`config.mk`:
```
export PLATFORM = sky130hd
export DESIGN_NAME = gray_step_monitor
export DESIGN_NICKNAME = d
export VERILOG_FILES = /design/src/rtl/gray_mon_pkg.sv /design/src/rtl/gray_to_bin.sv /design/src/rtl/gray_step_monitor.sv
export SDC_FILE = /design/constraint.sdc
export NUM_CORES = 1
export LEC_CHECK = 0
export CELL_PAD_IN_SITES_DETAIL_PLACEMENT = 0
export CELL_PAD_IN_SITES_GLOBAL_PLACEMENT = 1
export CORE_UTILIZATION = 25
export CTS_CLUSTER_SIZE = 24
export DETAILED_ROUTE_END_ITERATION = 10
export GPL_ROUTABILITY_DRIVEN = 0
export PLACE_DENSITY_LB_ADDON = 0.2
export REMOVE_ABC_BUFFERS = 1
export SYNTH_ARGS = -nofsm -noshare
export SYNTH_HDL_FRONTEND = slang
export SYNTH_SLANG_ARGS = --single-unit
```
`constraint.sdc`:
```
create_clock -name clk -period 4.6 [get_ports clk]
set_input_delay 0.46 -clock clk [delete_from_list [all_inputs] [get_ports clk]]
set_output_delay 0.46 -clock clk [all_outputs]
set_load 0.01 [all_outputs]
```
`src/rtl/gray_mon_pkg.sv`:
```
// Shared types for the Gray-code step monitor: FSM states and step classes.
package gray_mon_pkg;

    typedef enum logic [1:0] {
        StIdle,
        StTrack,
        StFault
    } mon_state_e;

    typedef enum logic [1:0] {
        StepHold,
        StepInc,
        StepDec,
        StepJump
    } step_cls_e;

endpackage

```
`src/rtl/gray_to_bin.sv`:
```
// Combinational Gray-to-binary decode: each binary bit is the XOR of all Gray bits at or above it.
module gray_to_bin #(
    parameter int unsigned WIDTH = 4
) (
    input  logic [WIDTH-1:0] gray,
    output logic [WIDTH-1:0] bin
);

    always_comb begin
        bin = '0;
        for (int i = 0; i < WIDTH; i++) begin
            bin[i] = ^(gray >> i);
        end
    end

endmodule

```
`src/rtl/gray_step_monitor.sv`:
```
// Checks that a Gray-coded counter advances by single +1 steps and counts wraps and faults.
// Define GRAY_MON_DEC_EN to accept -1 steps as legal (wrap_cnt then counts down on 0 -> all-ones).
module gray_step_monitor
    import gray_mon_pkg::*;
#(
    parameter int unsigned WIDTH = 4,
    parameter int unsigned CNT_W = 8
) (
    input  logic             clk,
    input  logic             reset,
    input  logic [WIDTH-1:0] gray_in,
    input  logic             sample_en,
    input  logic             clr_err,
    output logic [WIDTH-1:0] bin_out,
    output logic             step_ok,
    output logic             step_err,
    output logic [CNT_W-1:0] wrap_cnt,
    output logic [CNT_W-1:0] err_cnt,
    output logic             fault
);

`ifdef GRAY_MON_DEC_EN
    localparam bit DecEn = 1'b1;
`else
    localparam bit DecEn = 1'b0;
`endif

    mon_state_e       state_q;
    logic [WIDTH-1:0] bin_new;
    step_cls_e        step_cls;

    gray_to_bin #(
        .WIDTH(WIDTH)
    ) u_gray_to_bin (
        .gray(gray_in),
        .bin (bin_new)
    );

    // bin_out doubles as the stored reference value; a -1 step is a jump unless enabled.
    always_comb begin
        step_cls = StepJump;
        if (bin_new == bin_out) begin
            step_cls = StepHold;
        end else if (bin_new == bin_out + WIDTH'(1)) begin
            step_cls = StepInc;
        end else if (bin_new == bin_out - WIDTH'(1)) begin
            step_cls = DecEn ? StepDec : StepJump;
        end
    end

    always_ff @(posedge clk or posedge reset) begin
        if (reset) begin
            state_q  <= StIdle;
            bin_out  <= '0;
            step_ok  <= 1'b0;
            step_err <= 1'b0;
            wrap_cnt <= '0;
            err_cnt  <= '0;
            fault    <= 1'b0;
        end else begin
            step_ok  <= 1'b0;
            step_err <= 1'b0;
            if (clr_err) begin
                // Any sample arriving with the clear is dropped.
                state_q <= StIdle;
                fault   <= 1'b0;
                err_cnt <= '0;
            end else if (sample_en) begin
                bin_out <= bin_new;
                case (state_q)
                    StIdle: begin
                        state_q <= StTrack;
                    end
                    StTrack: begin
                        case (step_cls)
                            StepInc: begin
                                step_ok <= 1'b1;
                                if (&bin_out) begin
                                    wrap_cnt <= wrap_cnt + CNT_W'(1);
                                end
                            end
                            StepDec: begin
                                step_ok <= 1'b1;
                                if (bin_out == '0) begin
                                    wrap_cnt <= wrap_cnt - CNT_W'(1);
                                end
                            end
                            StepJump: begin
                                step_err <= 1'b1;
                                if (!(&err_cnt)) begin
                                    err_cnt <= err_cnt + CNT_W'(1);
                                end
                                state_q <= StFault;
                                fault   <= 1'b1;
                            end
                            default: begin
                            end
                        endcase
                    end
                    default: begin
                    end
                endcase
            end
        end
    end

endmodule

```
==> impl_metrics.toml <==
[clocking]
ctsHoldBuffers = 0
clk_pin_slew_ns = 0.09
cts_buffer_depth = 2
cts.sinks = 25
clock_latency_ns = 0.27
cts_buffers = 3
cts_resized = 0
cts_tree = "yes"
cts_setup_buffers = 0
h-tree-depth = 1
clock-root-buffer = "clkbuf_8"

[power]
powerDensity_mw_per_mm2 = 266.1
ir_worst_vdd_v = 0.0001297
p_leak_uw = 0.0008279

[cells_and_area]
antenna_cells = 0
regArea_sq_um = 625.6
fillerInstances = 614
finalNetCount = 200
layout.cells.non_filler = 258
multi_input_area_sq_um = 923.4
drive_above_1_share_pct = 10.38
synthToLayoutAreaGrowth_pct = 27.36

[drt]
dr.pass1.iters = 4
wl_mm = 3.372
ant_nets = 0
route.vias.total = 1211
viasPerCell = 4.694
drcViolationCount = 0
initialDrtViolationCount = 77
wl_per_cell_um = 13.07

[critical_path]
cp_slowest_cell = "nor4_4"
crit_family = "simple AND/OR/NAND/NOR gates"
cp-startpoint = "gray_in[3]"
crit_chain = "clkdlybuf4s50_1, xor3_2, nor3_2, o211ai_4, nor4_4, mux2_4"
end_kind = "register"
r2r_start = "bin_out[0]$_DFFE_PP0P_"
worst-path-buf-inv = 1
arrival_ns = 3.01
critPathKind = "in -> reg"
cp_slowest_stage_delay_ns = 0.63
required_ns = 4.76
cp_max_fo = 9
worst_setup_path_start_kind = "input port"

[yosys]
synth-edff-count = 0
yosysMostFrequentCell = "dfrtp_1"
synth_top_cell_area_share_pct = 40.00
synth_common_cells = "25 x dfrtp_1, 13 x nand2_1, 12 x xnor2_1"
ys_types = 41
netlist.top_cell.by_area = "dfrtp_1"
synth-seq-cells = 25
synthArstFlopShare_pct = 100.0
synth_area_sq_mm = 0.001564
yosysWarnings = 0
synth-seq-area-share_pct = 40.00
ys.flop_type = "dfrtp_1"
synth.avg_cell_area_sq_um = 10.43
synth_cells = 150
yosys-top-cells-area = "dfrtp_1 40%, xnor2_1 6.7%, ha_1 6.4%"

[sta]
hold_viol_final = 0
tightest_slew_ns = 0.9859
slew_violations = 0
final.min_clock_period_ns = 2.848
finalCritPeriodShare_pct = 61.91
fin_tns_setup_ns = 0
finClkSkew_ns = 0.001448
fmax_mhz = 351.2
relSlewSlack_pct = 34.20
rsz0062_at_grt = "false"
setup_violations = 0

[global_route]
grt_max_degree = 26
grt_pass1_wl_mm = 5.927
antenna_found_initial = 0
overflow = 0
grt_pass1_vias = 1218
grt_usage_pct = 11.62

[floorplanning]
dieArea_sq_mm = 0.006576
die-height_um = 81.10
start_util_pct = 26.11
io_pins = 31
die_x_um = 81.10
num_rows = 28
core-area_sq_mm = 0.005991

[placement]
io_buffers = 30
place_hpwl_mm = 2.502
dp_cells = 254

[worst_hold_path]
min_path_type = "reg -> reg"
hp-start = "wrap_cnt[7]$_DFFE_PP0P_"

[run_status]
status = "finished, final reports clean"

[run]
max-cap-violations = 0
-- cell usage in the layout, fill, tap and decap left out, types with 2 or more instances in the layout --
cell type / n
clkdlybuf4s50_1: 30
dfrtp_1: 25
nand2_1: 13
xnor2_1: 12
nor2_1: 10
nand3_1: 8
a21oi_1: 8
ha_1: 8
nor2b_1: 6
mux2_4: 5
nor3_1: 5
conb_1: 5
xor2_1: 4
a31oi_1: 3
nand2b_1: 3
o21ai_0: 3
mux2i_1: 3
clkbuf_8: 3
nor3_2: 2
mux2_2: 2
nand4_1: 2
mux2_1: 2
nor4_1: 2
-- flip-flops by register name, summed over array words and instances (netlist names) --
register and count:
bin_out 4, err_cnt 8, fault 1, state_q 2, step_err 1, step_ok 1
wrap_cnt 8
-- power by group --
part | switching [uW] | internal (uW) | total [uW]
sequential | 17.3 | 232 | 249
combinational | 76.8 | 71.9 | 149
clock | 70.4 | 62.0 | 132
total | 164 | 365 | 530
-- final timing paths --
check / to / slack [ns] / depth (start not counted)
max: wrap_cnt[4]$_DFFE_PP0P_ / 1.75 / 6
max in group asynchronous: bin_out[1]$_DFFE_PP0P_ / 3.29 / 2
min reg2reg: wrap_cnt[7]$_DFFE_PP0P_ / 0.49 / 1
min: wrap_cnt[7]$_DFFE_PP0P_ / 0.49 / 1
max reg2reg: wrap_cnt[4]$_DFFE_PP0P_ / 2.24 / 6
min in group asynchronous: wrap_cnt[2]$_DFFE_PP0P_ / 0.71 / 2
-- per-stage QoR --
step	power [uW]	area (sq um)	hold slack [ns]	setup slack, ns	util, %
floorplan	351.0	1553	0.4632	2.333	-
finish	529.9	1992	0.4912	1.752	33.25
global route	566.4	1992	0.5133	1.572	33.25
detailed placement	404.9	1947	0.4809	1.424	32.50
global placement	400.7	1947	0.4766	1.561	32.50
CTS	539.1	1992	0.4947	1.709	33.25
-- kinds of logic after synthesis --
group	share of synthesized area, %
AOI/OAI and AO/OA	10.96
xor gates and xnor gates	10.56
adders and majority gates	6.400
buffers and inverters	1.919
DFF	40.00
muxes	9.600
other	0.2398
and+or+nand+nor	20.32
-- metal layers --
metal	share of wire (%)	track usage, %
met1	48	14.93
met2	47	19.41
met3	4.2	2.809
met4	0.68	3.036
met5	0	0
-- cell type report --
| class | count | share of cell area (%) |
|---|---|---|
| multi-input cells | 123 | 46.36 |
| clock buffers | 4 | 2.261 |
| repair buffers | 30 | 15.08 |
| inverters | 1 | 0.1884 |
| well taps | 75 | 4.711 |
| flip-flops and latches | 25 | 31.41 |
Note: power is estimated with default switching activity, not from simulation.
